$ cat src/rtl/rtc_pkg.sv
// Shared RTC types and constants.
// Used by the echo path and, later, by the Avalon register block.
package rtc_pkg;

    localparam int TIME_W = 32;

    typedef enum logic [2:0] {
        IDLE,
        WAIT_TX,
        BLANK,
        LISTEN,
        QUALIFY,
        HOLDOFF
    } echo_state_t;

    // Word offsets for the echo detector on the Avalon slave
    localparam logic [3:0] ECHO_CTRL_OFS     = 4'h0;
    localparam logic [3:0] ECHO_STATUS_OFS   = 4'h1;
    localparam logic [3:0] ECHO_BLANK_OFS    = 4'h2;
    localparam logic [3:0] ECHO_WIDTH_OFS    = 4'h3;
    localparam logic [3:0] ECHO_HOLDOFF_OFS  = 4'h4;
    localparam logic [3:0] ECHO_LISTEN_OFS   = 4'h5;
    localparam logic [3:0] ECHO_TIME_OFS     = 4'h6;

endpackage

$ cat src/rtl/sync_edge.sv
// Multi-flop synchroniser for an asynchronous pin.
// rise is high in the first cycle the synchronised level reads 1.
module sync_edge #(
    parameter int STAGES = 2
) (
    input  logic clock,
    input  logic reset,
    input  logic d,
    output logic sync,
    output logic sync_d,
    output logic rise
);

    logic [STAGES-1:0] chain;

    always_ff @(posedge clock or posedge reset) begin
        if (reset) begin
            chain  <= '0;
            sync_d <= 1'b0;
        end else begin
            chain  <= {chain[STAGES-2:0], d};
            sync_d <= chain[STAGES-1];
        end
    end

    assign sync = chain[STAGES-1];
    assign rise = sync & ~sync_d;

endmodule

$ cat src/rtl/echo_event_detector.sv
// Echo receive conditioning: sync, blanking, glitch filter,
// single-cycle event pulse and latency-compensated timestamp.
module echo_event_detector
    import rtc_pkg::*;
#(
    parameter int SYNC_STAGES = 2,
    parameter int CNT_W       = 16
) (
    input  logic              clock,
    input  logic              reset,
    input  logic              echo_in,
    input  logic              piezo_enable,
    input  logic [TIME_W-1:0] time_cnt,
    input  logic              arm,
    input  logic              abort,
    input  logic [CNT_W-1:0]  blank_cycles,
    input  logic [7:0]        min_width,
    input  logic [CNT_W-1:0]  holdoff_cycles,
    input  logic [23:0]       listen_cycles,
    output logic              event_trigger,
    output logic [TIME_W-1:0] event_time,
    output logic              event_valid,
    output logic              timeout,
    output logic              busy
);

    echo_state_t state, state_nx;

    logic [CNT_W-1:0]  cnt, cnt_nx, cnt_inc;
    logic [23:0]       tcnt, tcnt_nx, tcnt_inc;
    logic [7:0]        qcnt, qcnt_nx, qcnt_inc, width;
    logic [TIME_W-1:0] cap, cap_nx, etime_nx, ev_src;
    logic              trig_nx, valid_nx, tout_nx;
    logic              sync, sync_d, rise;
    logic              piezo_d, pz_rise;
    logic              tmo, fire, expire;

    sync_edge #(
        .STAGES (SYNC_STAGES)
    ) u_sync (
        .clock  (clock),
        .reset  (reset),
        .d      (echo_in),
        .sync   (sync),
        .sync_d (sync_d),
        .rise   (rise)
    );

    assign pz_rise  = piezo_enable & ~piezo_d;
    assign cnt_inc  = cnt + CNT_W'(1);
    assign tcnt_inc = tcnt + 24'd1;
    assign qcnt_inc = qcnt + 8'd1;
    assign width    = (min_width == 8'd0) ? 8'd1 : min_width;
    assign tmo      = (listen_cycles != 24'd0) &&
                      (tcnt_inc == listen_cycles);
    // with a width of 1 the echo qualifies in its rise cycle
    assign ev_src   = (state == LISTEN) ? time_cnt : cap;
    assign busy     = (state != IDLE);

    always_comb begin
        state_nx = state;
        cnt_nx   = cnt;
        tcnt_nx  = tcnt;
        qcnt_nx  = qcnt;
        cap_nx   = cap;
        trig_nx  = 1'b0;
        etime_nx = event_time;
        valid_nx = event_valid;
        tout_nx  = timeout;
        fire     = 1'b0;
        expire   = 1'b0;
        if (abort) begin
            state_nx = IDLE;
        end else begin
            unique case (state)
                IDLE: begin
                    if (arm) begin
                        valid_nx = 1'b0;
                        tout_nx  = 1'b0;
                        state_nx = WAIT_TX;
                    end
                end
                WAIT_TX: begin
                    if (pz_rise) begin
                        cnt_nx   = '0;
                        tcnt_nx  = '0;
                        state_nx = (blank_cycles != '0) ? BLANK : LISTEN;
                    end
                end
                BLANK: begin
                    cnt_nx = cnt_inc;
                    if (cnt_inc == blank_cycles) state_nx = LISTEN;
                end
                LISTEN: begin
                    tcnt_nx = tcnt_inc;
                    if (rise && width == 8'd1) begin
                        fire = 1'b1;
                    end else if (tmo) begin
                        expire = 1'b1;
                    end else if (rise) begin
                        cap_nx   = time_cnt;
                        qcnt_nx  = 8'd1;
                        state_nx = QUALIFY;
                    end
                end
                QUALIFY: begin
                    tcnt_nx = tcnt_inc;
                    if (sync && qcnt_inc == width) begin
                        fire = 1'b1;
                    end else if (tmo) begin
                        expire = 1'b1;
                    end else if (!sync) begin
                        state_nx = LISTEN;
                    end else begin
                        qcnt_nx = qcnt_inc;
                    end
                end
                HOLDOFF: begin
                    cnt_nx = cnt_inc;
                    if (cnt_inc >= holdoff_cycles) state_nx = IDLE;
                end
                default: state_nx = IDLE;
            endcase
            if (fire) begin
                trig_nx  = 1'b1;
                etime_nx = ev_src - TIME_W'(SYNC_STAGES);
                valid_nx = 1'b1;
                cnt_nx   = '0;
                state_nx = HOLDOFF;
            end
            if (expire) begin
                tout_nx  = 1'b1;
                cnt_nx   = '0;
                state_nx = HOLDOFF;
            end
        end
    end

    always_ff @(posedge clock or posedge reset) begin
        if (reset) begin
            state         <= IDLE;
            cnt           <= '0;
            tcnt          <= '0;
            qcnt          <= '0;
            cap           <= '0;
            piezo_d       <= 1'b0;
            event_trigger <= 1'b0;
            event_time    <= '0;
            event_valid   <= 1'b0;
            timeout       <= 1'b0;
        end else begin
            state         <= state_nx;
            cnt           <= cnt_nx;
            tcnt          <= tcnt_nx;
            qcnt          <= qcnt_nx;
            cap           <= cap_nx;
            piezo_d       <= piezo_enable;
            event_trigger <= trig_nx;
            event_time    <= etime_nx;
            event_valid   <= valid_nx;
            timeout       <= tout_nx;
        end
    end

endmodule

$ cat config.mk
export PLATFORM = sky130hd
export DESIGN_NAME = echo_event_detector
export DESIGN_NICKNAME = d
export VERILOG_FILES = /design/src/rtl/rtc_pkg.sv /design/src/rtl/sync_edge.sv /design/src/rtl/echo_event_detector.sv
export SDC_FILE = /design/constraint.sdc
export NUM_CORES = 1
export LEC_CHECK = 0
export CORE_MARGIN = 5
export CORE_UTILIZATION = 55
export DETAILED_ROUTE_END_ITERATION = 7
export PLACE_DENSITY = 0.84
export REMOVE_ABC_BUFFERS = 1
export SETUP_SLACK_MARGIN = 0.4
export SLEW_MARGIN = 10
export SYNTH_ARGS = -nofsm -noshare
export SYNTH_HDL_FRONTEND = slang
export SYNTH_HIERARCHICAL = 1
export SYNTH_SLANG_ARGS = --single-unit
$ cat constraint.sdc
create_clock -name clock -period 5.8 [get_ports clock]
set_clock_uncertainty 0.2 [all_clocks]
set_input_delay 1.16 -clock clock [delete_from_list [all_inputs] [get_ports clock]]
set_output_delay 1.16 -clock clock [all_outputs]
set_load 0.03 [all_outputs]
==> impl_metrics.tcl, run 1 <==
set metrics [dict create \
    outcome "complete, no violations" \
    multi_input_area_sq_um 4980 \
    holdWs_ps 162 \
    max_freq_mhz 222 \
    yosysWarnings 6 \
    num_vias 7553 \
    syn_avg_cell_area_sq_um 9.11 \
    rsz0062_at_grt "no" \
    grt_first_pass_wirelength_um 35800 \
    antenna_cells 0 \
    cts_root_buf "clkbuf_16" \
    synthCells 928 \
    grt_max_degree 53 \
    p_per_area_nw_per_um2 308 \
    die_w_um 134 \
    fp.dieH_um 134 \
    worst_pin_slew_ps 967 \
    cts_setup_buffers 0 \
    yosysTopAreaCell "dfrtp_1" \
    synthesis.area_sq_um 8460 \
    setup_viol 0 \
    area_growth_pct 22.9 \
    drt-initial-drc-count 616 \
    initial_utilization 0.558 \
    grt_antenna_before_repair 0 \
    yosys.cell_count.top_type "dfrtp_1" \
    final_cells 1239 \
    layout-drive-gt1-share 0.0837 \
    cts_inserted_buffers 17 \
    pin_count 138 \
    setup_tns_ps 0 \
    drt-total-wl_um 21600 \
    cts_tree "done" \
    synthDistinctLibCells 68 \
    io_buffer_count 137 \
    ctsResizeCount 0 \
    wl_per_cell_um 17.5 \
    nFillCells 1163 \
    rows 45 \
    dp.cells 1208 \
    synth_flop_cell "dfrtp_1" \
    synth_seq_cells 122 \
    hp-start "u_sync/chain[0]" \
    antenna_left 0 \
    fin_crit_ps 4510 \
    clock_path_buffers 2 \
    ys_seq_area_frac 0.361 \
    slew_headroom 0.353 \
    holdBufCountCts 0 \
    cp.required_ps 5860 \
    slew_viol_final 0 \
    drcViolationCount 0 \
    dr.pass1.iters 6 \
    synthTopCellsByCount "122 x dfrtp_1, 84 x o21ai_0, 83 x nand2_1" \
    gp_congestion 0.904 \
    viasPerCell 6.10 \
    cap_violations 0 \
    cts_max_level 4 \
    clk_pin_slew_ps 60 \
    fin_ws_ps 1290 \
    endpoint_kind "flip-flop" \
    fin_util 0.686 \
    crit_path_start_kind "flip-flop" \
    synth_top_area_share 0.361 \
    synth-async-reset-ratio 1.00 \
    grt_usage 0.243 \
    finalCritPeriodShare 0.778 \
    p_leak_nw 4.44 \
    min_path_type "reg -> reg" \
    first_global_vias 7276 \
    cp_max_fo 24 \
    hold_violations 0 \
    dpl.hpwl_um 15500 \
    cp-startpoint "state[2]" \
    ir_worst_vdd_uv 196 \
    synth_edf_count 0 \
    die_area_sq_um 18000 \
    grt_overflow 0 \
    dp_slack_ps 937 \
    clock-sinks 122 \
    layout.area.seq_sq_um 3050 \
    core_sq_um 15100 \
    clk_latency_ps 420 \
    num-nets-final 1161 \
    ys_top_cells_by_area "dfrtp_1 36%, mux2_4 5.3%, xnor2_1 5.2%" \
    cp.arrival_ps 4570 \
    r2r-start "state[2]" \
    crit_type "reg -> reg" \
]
==> layout by cell type (no fill, tap or decap), types with 7 or more instances in the layout <==
cell type          n
mux2_4            30
nor2_1            55
mux2i_1           35
inv_1             33
and2_1             8
and3_1            15
ha_1              20
o31ai_1           18
a31oi_1            8
o211ai_1           7
o22ai_1            9
a21oi_1           25
dfrtp_1          122
xor2_1            43
nor3_1            27
xnor2_1           50
a22o_1            13
nor4_1            26
o21ai_0           84
nand2b_1           9
clkdlybuf4s50_1  137
nand3_1           37
nand4_1           21
nand2_1           83
clkbuf_16         17
==> where the power goes <==
group	leakage [nW]	internal, mW	switching, mW
Sequential	1.65	0.957	0.149
Clock	0.276	0.627	0.389
Combinational	2.51	0.524	0.553
Total	4.44	2.11	1.09
==> critical path, cell delays in order (launching register included) <==
cell	delay, ps
dfrtp_1	560
and3b_2	630
buf_4	450
mux2i_1	400
nand3_1	140
nor4_1	600
o211ai_1	440
or3_1	550
nor2_1	150
xor2_1	140
o21ai_0	80
==> cell families after synthesis <==
kind of cell / after synthesis / share of synthesized area
compound gates: 212 / 0.160
xor+xnor: 94 / 0.0991
fa+ha+maj: 20 / 0.0296
buf+inv: 86 / 0.0503
flops: 122 / 0.361
mux: 71 / 0.103
simple gates: 323 / 0.198
==> routing by layer <==
metal	track usage	share of wire	vias up
li1	-	-	3606
met1	0.324	0.43	3633
met2	0.396	0.48	272
met3	0.0506	0.069	42
met4	0.0800	0.020	0
met5	0	0	-
==> sequential cells by signal, summed over array words and instances (netlist names) <==
name / cells
event_trigger: 1
event_valid: 1
event_time: 32
u_sync/chain: 2
piezo_d: 1
u_sync/sync_d: 1
tcnt: 24
cnt: 16
timeout: 1
qcnt: 8
state: 3
cap: 32
==> path summary, 6_finish.rpt <==
| kind | slack (ps) | cells after the start | end |
|---|---|---|---|
| worst max-delay path | 1290 | 10 | event_time[28] |
| worst min-delay path | 160 | 0 | u_sync/chain[1] |
| worst max register to register | 1290 | 10 | event_time[28] |
| worst min register to register | 160 | 0 | u_sync/chain[1] |
| max in group asynchronous | 3410 | 3 | event_time[1] |
| min in group asynchronous | 790 | 2 | u_sync/chain[0] |
==> through the flow <==
step           total power, mW  instance area, sq um
4_1_cts                   3.21                 10400
5_1_grt                   3.40                 10400
3_5_place_dp              2.18                  9830
6_report                  3.20                 10400
3_3_place_gp              2.14                  9830
2_1_floorplan             1.88                  8160
==> layout make-up <==
type,instances,area share
Clock buffer,19,0.0416
Sequential cell,122,0.294
Clock inverter,12,0.0123
Timing Repair Buffer,144,0.138
Tap cell,188,0.0226
Inverter,34,0.0125
Multi-Input combinational cell,720,0.479
No activity file was read; power rests on OpenSTA's default activity.
==> run 2: changes to the inputs <==
Clock period 5.8 ns to 4.4 ns, I/O delays scaled along.
==> impl_metrics.tcl, run 2 (synthesized netlist as in run 1, its figures left out) <==
set metrics [dict create \
    wl_per_cell_um 17.5 \
    viasPerCell 6.03 \
    grt_first_pass_wirelength_um 36500 \
    area_growth_pct 25.6 \
    r2r-start "tcnt[2]" \
    layout-drive-gt1-share 0.109 \
    cp_slowest_stage_delay_ps 550 \
    antenna_left 0 \
    nFillCells 1136 \
    drt-initial-drc-count 557 \
    p_leak_nw 4.57 \
    fin_ws_ps 644 \
    hold_violations 0 \
    cts_tree "done" \
    p_total_mw 4.34 \
    holdPathEnd "u_sync/chain[1]" \
    crit_type "in -> reg" \
    p_sw_mw 1.49 \
    clock_path_buffers 2 \
    num-nets-final 1184 \
    fp.dieH_um 134 \
    pin_count 138 \
    die_area_sq_um 18000 \
    cts_inserted_buffers 17 \
    initial_utilization 0.558 \
    clk_pin_slew_ps 60 \
    grt_antenna_before_repair 0 \
    max_freq_mhz 266 \
    p_per_area_nw_per_um2 408 \
    cpMaxStageDelayCell "or4_1" \
    dr.pass1.iters 5 \
    comb_power_share 0.342 \
    holdBufCountCts 0 \
    hp-start "u_sync/chain[0]" \
    path_cells "clkdlybuf4s50_1, or4_1, o41ai_1, xnor2_1, nor4_1, o311a_1, a32oi_1, buf_4, nand3_1, or4_1, nand3_1" \
    cts_root_buf "clkbuf_16" \
    reg_top3 "cap x32, event_time x32, tcnt x24" \
    r2r-end "cap[30]" \
    r2r_slack_ps 650 \
    antenna_cells 0 \
    first_global_vias 7578 \
    min_path_type "reg -> reg" \
    cts_max_level 4 \
    endpoint_kind "flip-flop" \
    finalCritPeriodShare 0.854 \
    hold_depth 0 \
    drt-total-wl_um 22100 \
    io_buffer_count 137 \
    worst_pin_slew_ps 901 \
    core_sq_um 15100 \
    grt_usage 0.246 \
    cap_violations 0 \
    setup_viol 0 \
    post-route-cell-area_sq_um 10600 \
    internal_power_mw 2.85 \
    pwr-share-clk 0.322 \
    grt_max_degree 67 \
    cp.arrival_ps 3910 \
    rr_worst_depth 11 \
    cp_max_fo 10 \
    rsz0062_at_grt "no" \
    num_vias 7614 \
    rows 45 \
    clock-sinks 122 \
    gp_congestion 0.932 \
    fin_crit_ps 3760 \
    swShare 0.343 \
    setup_tns_ps 0 \
    slew_headroom 0.397 \
    holdWs_ps 160 \
    crit_path_start_kind "input port" \
    ir_worst_vdd_uv 286 \
    seqPwrFrac 0.336 \
    dpl.hpwl_um 15700 \
    outcome "complete, no violations" \
    layout_common_cells "137 x clkdlybuf4s50_1, 121 x dfrtp_1, 84 x o21ai_0" \
    grt_overflow 0 \
    cp.required_ps 4550 \
    drcViolationCount 0 \
    place_area_sq_um 9950 \
    die_w_um 134 \
    layout_commonest_cell "clkdlybuf4s50_1" \
    dp_slack_ps 209 \
    slew_viol_final 0 \
    clk_latency_ps 420 \
]
## run 2: cell count changes in the layout (fill, tap and decap cells not counted), sizes merged
cell	previous run	this run
buf	7	30
clkinv	9	6
clkinvlp	1	2
inv	34	37
## run 2: how the worst max path moves through the flow
stage | start | end
2_1_floorplan | tcnt[3] | cap[29]
3_3_place_gp | listen_cycles[14] | cap[29]
3_5_place_dp | min_width[5] | event_time[25]
4_1_cts | state[0] | event_time[31]
5_1_grt | cnt[0] | state[1]
6_report | min_width[5] | qcnt[4]
## run 2: area by class of cell
type | instances | area (sq um) | area share
Tap cell | 188 | 235 | 0.0221
Clock inverter | 13 | 143 | 0.0134
Inverter | 34 | 130 | 0.0122
Sequential cell | 122 | 3050 | 0.288
Multi-Input combinational cell | 720 | 4990 | 0.469
Timing Repair Buffer | 167 | 1620 | 0.153
Clock buffer | 19 | 453 | 0.0426
## run 2: routing by layer
layer | track usage | share of wire | up-vias
met5 | 0 | 0 | -
met4 | 0.0914 | 0.023 | 0
met3 | 0.0589 | 0.077 | 52
met2 | 0.403 | 0.48 | 279
met1 | 0.319 | 0.42 | 3637
li1 | - | - | 3646
## run 2: timing repair
| item | in CTS | in global routing |
|---|---|---|
| setup buffers | 0 | 9 |
| gates resized for setup | 0 | 4 |
| setup endpoints to repair | 0 | 34 |
## run 2: stage by stage
step	util	instances
4_1_cts	0.696	1254
3_3_place_gp	0.657	1222
3_5_place_dp	0.657	1222
5_1_grt	0.701	1263
6_report	0.701	1263
2_1_floorplan	-	876
## run 2: power groups by stage
stage          clock, mW  sequential (mW)  combinational, mW
3_3_place_gp           0             1.46               1.40
4_1_cts             1.41             1.45               1.47
2_1_floorplan          0             1.42               1.06
6_report            1.40             1.46               1.48
5_1_grt             1.46             1.48               1.64
3_5_place_dp           0             1.46               1.45
## run 2: worst max-delay path, delay by kind of cell
| family | cells | cell delay [ps] |
|---|---|---|
| compound gates | 3 | 730 |
| xor+xnor | 1 | 170 |
| buf+inv | 2 | 660 |
| simple gates | 5 | 1480 |
==> run 3: changes to the inputs <==
Settings changed: SETUP_SLACK_MARGIN 0.4 to 0.1.
==> impl_metrics.tcl, run 3 (synthesized netlist as in run 1, its figures left out) <==
set metrics [dict create \
    outcome "complete, no violations" \
    viasPerCell 6.07 \
    clk_pin_slew_ps 60 \
    holdWs_ps 160 \
    layout_common_cells "137 x clkdlybuf4s50_1, 122 x dfrtp_1, 84 x o21ai_0" \
    cp_max_fo 32 \
    p_leak_nw 4.53 \
    ctsResizeCount 0 \
    grt_first_pass_wirelength_um 36500 \
    rsz0062_at_grt "no" \
    cts_tree "done" \
    cts_max_level 4 \
    p_per_area_nw_per_um2 410 \
    place_area_sq_um 9950 \
    drt-initial-drc-count 623 \
    antenna_left 0 \
    nFillCells 1146 \
    clk_latency_ps 430 \
    die_w_um 134 \
    drcViolationCount 0 \
    cts_inserted_buffers 17 \
    fin_crit_ps 3880 \
    post-route-cell-area_sq_um 10500 \
    slew_viol_final 0 \
    dr.pass1.iters 5 \
    ir_worst_vdd_uv 286 \
    multi_input_area_sq_um 4980 \
    core_sq_um 15100 \
    layout_commonest_cell "clkdlybuf4s50_1" \
    setup_viol 0 \
    min_path_type "reg -> reg" \
    num_vias 7615 \
    fin_util 0.696 \
    layout-drive-gt1-share 0.0985 \
    antenna_cells 0 \
    first_global_vias 7578 \
    finalCritPeriodShare 0.881 \
    reg_top3 "cap x32, event_time x32, tcnt x24" \
    cts_root_buf "clkbuf_16" \
    slew_headroom 0.397 \
    grt_usage 0.246 \
    worst_pin_slew_ps 901 \
    hold_violations 0 \
    clock-sinks 122 \
    num-nets-final 1175 \
    cap_violations 0 \
    drt-total-wl_um 21900 \
    crit_type "reg -> reg" \
    gp_congestion 0.932 \
    cp.required_ps 4510 \
    rows 45 \
    cts_setup_buffers 0 \
    layout.area.seq_sq_um 3050 \
    holdBufCountCts 0 \
    die_area_sq_um 18000 \
    crit_path_start_kind "flip-flop" \
    max_freq_mhz 258 \
    clock_path_buffers 2 \
    dpl.hpwl_um 15700 \
    setup_tns_ps 0 \
    area_growth_pct 24.7 \
    endpoint_kind "flip-flop" \
    wl_per_cell_um 17.5 \
    grt_antenna_before_repair 0 \
    grt_max_degree 67 \
    p_total_mw 4.33 \
    fp.dieH_um 134 \
    cp.arrival_ps 3980 \
    initial_utilization 0.558 \
    pin_count 138 \
    io_buffer_count 137 \
    grt_overflow 0 \
]
run 3: cell types whose count changed in the layout (fill, tap and decap cells not counted):
cell and delta:
and3b_2 +1, and3b_4 -1, and4_1 +1, and4_2 -1, buf_4 -9, dfrtp_1 +1
dfrtp_2 -1, ha_1 +1, ha_2 -1
run 3: path summary, 6_finish.rpt:
check                                startpoint              end  slack, ps  depth (start not counted)
worst max-delay path                    tcnt[2]          cap[30]        520                         10
worst min-delay path            u_sync/chain[0]  u_sync/chain[1]        160                          0
worst max register to register          tcnt[2]          cap[30]        520                         10
worst min register to register  u_sync/chain[0]  u_sync/chain[1]        160                          0
max in group asynchronous                 reset           cnt[9]       2390                          3
min in group asynchronous                 reset    u_sync/sync_d        510                          2
run 3: cell type report:
class / instances / area share
clock buffer: 19 / 0.0429
timing repair buffer: 158 / 0.147
clock inverter: 13 / 0.0135
sequential: 122 / 0.289
multi-input combinational: 720 / 0.472
inverter: 34 / 0.0123
tap: 188 / 0.0223
run 3: per-layer routing:
metal / global-route usage / share of wire / vias up
met5: 0 / 0 / -
met4: 0.0914 / 0.024 / 0
met3: 0.0589 / 0.076 / 60
met2: 0.403 / 0.48 / 300
met1: 0.319 / 0.42 / 3628
li1: - / - / 3627
run 3: critical path: stages, from the launching register on:
cell	delay, ps
dfrtp_1	530
and4_1	490
nand4_4	140
or4_4	560
a2111oi_2	450
o2111ai_1	230
or2_1	300
nand3_2	80
or3_2	140
buf_12	240
mux2_2	370
run 3: power by group:
group	switching (mW)	total (mW)	leakage [nW]	internal (mW)
clock	0.527	1.39	0.290	0.867
sequential	0.196	1.46	1.65	1.26
combinational	0.760	1.48	2.59	0.715
total	1.48	4.33	4.53	2.84
run 3: stage by stage:
stage / instances / setup WS [ps]
global placement: 1222 / 278
global route: 1254 / 260
CTS: 1254 / 553
detailed placement: 1222 / 209
finish: 1254 / 522
floorplan: 876 / -140
==> variant 1 (settings of run 3) <==
Add an input register stage for `holdoff_cycles`, cleared by the reset; this delays it by one clock. The other inputs are not delayed to match.
--- a/src/rtl/echo_event_detector.sv
+++ b/src/rtl/echo_event_detector.sv
@@ -23,6 +23,16 @@
     output logic              timeout,
     output logic              busy
 );
+
+    logic [CNT_W-1:0] holdoff_cycles_q;
+
+    always_ff @(posedge clock or posedge reset) begin
+        if (reset) begin
+            holdoff_cycles_q <= '0;
+        end else begin
+            holdoff_cycles_q <= holdoff_cycles;
+        end
+    end
 
     echo_state_t state, state_nx;
 
@@ -117,7 +127,7 @@
                 end
                 HOLDOFF: begin
                     cnt_nx = cnt_inc;
-                    if (cnt_inc >= holdoff_cycles) state_nx = IDLE;
+                    if (cnt_inc >= holdoff_cycles_q) state_nx = IDLE;
                 end
                 default: state_nx = IDLE;
             endcase
Function: changed (a bounded check fails within 10 cycles, from zero or initial values and one cycle with reset high).
==> variant 1 against run 3 <==
  * Synthesized area increased by 6.5%
  * First-iteration DRC count shrank 4.7%
  * Routed wire length rose by 12%
  * Synthesized cell count rose by 6.4%
  * Design area rose by 6.3%
  * Total power rose by 6.3%
  * Worst setup slack got worse by 0.17 ns
  * Count of clock-buffer cells in the layout shrank 1
  * Sequential cell count up 16
  * Critical path depth is the same
  * Critical path type unchanged
  * Critical endpoint is now cap[16]
==> variant 1: results (changes against run 3) <==
| Metric | Value |
|---|---|
| Crit path arrival time | 4.16 ns (+0.18 ns) |
| Placed insts | 1,311 (+7.3%) |
| HPWL after DPL | 17,530 um (+12%) |
| Layout cells sized above 1 | 0.09849 (about the same) |
| Drt wl/cell | 18.29 um (+4.7%) |
| Crit path largest cell delay | 0.71 ns (+0.15 ns) |
| Met3 Track Usage GR | 0.05044 (-0.008454) |
| Pint | 3117 uW (+9.6%) |
| Worst r2r src | tcnt[0] |
| Routed wire length | 24,560 um (+12%) |
| IR drop worst, VDD | 0.3313 mV (+16%) |
| Hold Slack | 0.1520 ns (-0.007969 ns) |
| Clock share of power | 0.352 (+0.030) |
| Fillers | 1,270 (+11%) |
| Status | finished, final reports clean |
| GRT met2 Usage | 0.4317 (+0.02825) |
| All-Layer GR Usage | 0.2667 (+0.02017) |
| Fin nets | 1,236 (+5.2%) |
| GP Congestion | 0.9677 (+3.8%) |
| DRT iter0 DRCs | 594 (-4.7%) |
| Sequential share of power | 0.359 (+0.022) |
| Vias per cell | 6.043 (-0.48%) |
| First-pass GRT wire length | 40,100 um (+9.8%) |
| Post-synthesis mux area share | 0.09071 (-0.01199) |
| Leakage | 0.004680 uW (+3.4%) |
| Slew HR | 0.2788 (-0.1186) |
| Xor/xnor share of the synthesized area | 0.09682 (-0.002323) |
| Synth top cells by count | 138 x dfrtp_1, 119 x nand2_1, 93 x o21ai_0 |
| Sequential share of the synthesized area | 0.3834 (+0.02233) |
| Synth Area in Compound Gates | 0.1395 (-0.02020) |
| Synth cell types | 76 (+12%) |
| Post-synthesis adder-cell area fraction | 0.02778 (-0.001813) |
| Vias in the first global route | 8,007 (+5.7%) |
| Post-synthesis cell count | 987 (+6.4%) |
| Area contributors post-synth | dfrtp_1 38%, xnor2_1 6.0%, o21ai_0 5.2% |
| Dpl ws | 0.2151 ns (+0.005967 ns) |
| Largest net degree at the start of global routing | 75 (+12%) |
variant 1: cell count changes after synthesis, sizes merged, moves of 8 or more:
cell	delta
nand2	+36
a21oi	+12
xor2	-8
xnor2	+12
a31oi	+10
a22o	-11
o31ai	-8
dfrtp	+16
variant 1: layer usage:
layer / vias up / part of all wire
li1: 3810 / -
met1: 3861 / 0.42
met2: 379 / 0.48
met3: 66 / 0.073
met4: 0 / 0.033
met5: - / 0
variant 1: layout make-up:
cell class | count | area (um^2) | area share
Inverter | 39 | 151.4 | 0.01350
Clock buffer | 18 | 439.2 | 0.03916
Tap cell | 216 | 270.3 | 0.02410
Multi-Input combinational cell | 760 | 5141 | 0.4584
Sequential cell | 138 | 3453 | 0.3079
Clock inverter | 14 | 217.7 | 0.01941
Timing Repair Buffer | 158 | 1541 | 0.1375
variant 1: cells by family (layout without fill, tap and decap cells):
logic type / after synthesis / after routing
XOR/XNOR: 98 / 98
adder cells (fa/ha/maj): 20 / 20
flip-flops: 138 / 138
buffers and inverters: 89 / 229
AND/OR/NAND/NOR: 366 / 366
multiplexers: 66 / 66
AO/OA/AOI/OAI: 210 / 210
variant 1: final timing paths:
| path | endpoint |
|---|---|
| setup / recovery | cap[16] |
| hold / removal | u_sync/chain[1] |
| setup reg to reg | cap[16] |
| hold reg to reg | u_sync/chain[1] |
| max in group asynchronous | holdoff_cycles_q[8] |
| min in group asynchronous | u_sync/chain[1] |
variant 1: worst reg2reg max path, stage by stage, from the launching register on:
cell and delay, ns:
dfrtp_1 0.46, ha_1 0.31, nand3_2 0.25, nor4_4 0.51, xor2_1 0.18, o221ai_1 0.14
a22o_1 0.27, and3b_1 0.28, and2_4 0.18, or4_4 0.71, mux2_4 0.43
==> variant 2 (config.mk and constraints of run 3) <==
Made on the original files. Set the parameter `CNT_W` to 32 (it was 16).
--- a/src/rtl/echo_event_detector.sv
+++ b/src/rtl/echo_event_detector.sv
@@ -4,7 +4,7 @@
     import rtc_pkg::*;
 #(
     parameter int SYNC_STAGES = 2,
-    parameter int CNT_W       = 16
+    parameter int CNT_W       = 32
 ) (
     input  logic              clock,
     input  logic              reset,
Ports: changed (resized blank_cycles and holdoff_cycles); port bits go from 138 to 170. The function was not compared with the original's and may differ.
==> variant 2 against run 3 <==
  * Sequential cell count rose by 16
  * Count of clock-buffer cells in the layout fell by 2
  * Synthesized cell count rose by 30%
  * Critical endpoint is now state[0]
  * Worst setup slack got worse by 0.21 ns
  * Via count rose by 31%
  * Synthesized area rose by 21%
  * Total power rose by 3.9%
  * Routed wire length rose by 35%
  * Maximum frequency fell by 5.1%
  * First-iteration DRC count rose by 25%
  * Design area rose by 22%
  * Core utilization rose by 0.10 points
==> variant 2: results (changes against run 3) <==
| Metric | Value |
|---|---|
| Status | finished, final reports clean |
| Antenna violations before repair | 2 (+2) |
| Largest net degree at the start of global routing | 87 (+30%) |
| Layout cells sized above 1 | 0.09210 (-0.006403) |
| Worst-skew pair later-pin latency | 0.45 ns (+0.02 ns) |
| Placed insts | 1,581 (+29%) |
| Crit path largest cell delay | 0.44 ns (-0.12 ns) |
| Max clock buf depth | 2 (unchanged) |
| DRT iter0 DRCs | 777 (+25%) |
| Post-DP Area | 12,290 um^2 (+23%) |
| Slowest cell on the critical path | dfrtp_2 |
| Sequential share of the synthesized area | 0.3372 (-0.02385) |
| Vias | 9,991 (+31%) |
| Xor/xnor share of the synthesized area | 0.1120 (+0.01289) |
| Fillers | 1,431 (+25%) |
| Least-Margin Pin Slew | 0.9251 ns (+0.02457 ns) |
| Crit path arrival time | 4.21 ns (+0.23 ns) |
| Post-synthesis cell count | 1,206 (+30%) |
| All-Layer GR Usage | 0.2730 (+0.02652) |
| IR drop worst, VDD | 0.2968 mV (+4.0%) |
| Post-synthesis adder-cell area fraction | 0.04398 (+0.01439) |
| Setup slack, reg-to-reg | 0.32 ns (-0.21 ns) |
| HPWL after DPL | 22,140 um (+41%) |
| First-pass GRT wire length | 48,530 um (+33%) |
| Reg2Reg Capture Point | state[0] |
| Post-synthesis mux area share | 0.07880 (-0.02389) |
| Synth top cells by count | 138 x dfrtp_1, 123 x o21ai_0, 107 x nand2_1 |
| Largest regs | cap (32), cnt (32), event_time (32) |
| Fin nets | 1,536 (+31%) |
==> variant 2: worst max path at each step <==
stage | start | to | slack, ns | depth (start not counted)
after floorplan | reset | cap[0] | -0.29 | 1
after global placement | cnt[0] | state[0] | 0.35 | 17
after detailed placement | cnt[0] | state[0] | 0.21 | 17
after CTS | cnt[0] | state[0] | 0.18 | 17
after global routing | tcnt[0] | cnt[7] | 0.11 | 12
final | cnt[0] | state[0] | 0.32 | 17
==> variant 2: final cells by class <==
| cell class | count | area (um^2) | share of cell area |
|---|---|---|---|
| multi-input cells | 948 | 6372 | 0.4934 |
| flip-flops and latches | 138 | 3455 | 0.2675 |
| repair buffers | 203 | 1972 | 0.1527 |
| clock buffers | 17 | 425.4 | 0.03294 |
| well taps | 234 | 292.8 | 0.02267 |
| inverters | 58 | 222.7 | 0.01724 |
| clock inverters | 15 | 175.2 | 0.01356 |
==> variant 2: what timing repair did <==
| item | in CTS | in global routing |
|---|---|---|
| hold endpoints to repair | 0 | 0 |
| endpoints found under the setup margin | 0 | 4 |
| gates resized for setup | 0 | 6 |
| buffers inserted | 0 | 0 |
==> variant 2: where the power goes <==
part,internal (uW),total (uW),switching (uW)
combinational,727,1580,852
sequential,1370,1480,106
clock,764,1440,673
total,2860,4490,1630
==> variant 2: per-layer routing <==
layer	up-vias	GRT usage	wire [um]
met5	-	0	27
met4	4	0.1162	983
met2	465	0.4434	13960
met1	4756	0.3576	12330
li1	4679	-	-
met3	87	0.05276	2338
==> variant 2: metrics by stage <==
step,util,setup TNS [ns],hold WS [ns]
6_report,0.6974,0,0.1479
5_1_grt,0.6974,0,0.1676
4_1_cts,0.6959,0,0.1495
3_5_place_dp,0.6634,0,0.1355
3_3_place_gp,0.6634,0,0.1326
2_1_floorplan,-,-40.63,0.1312
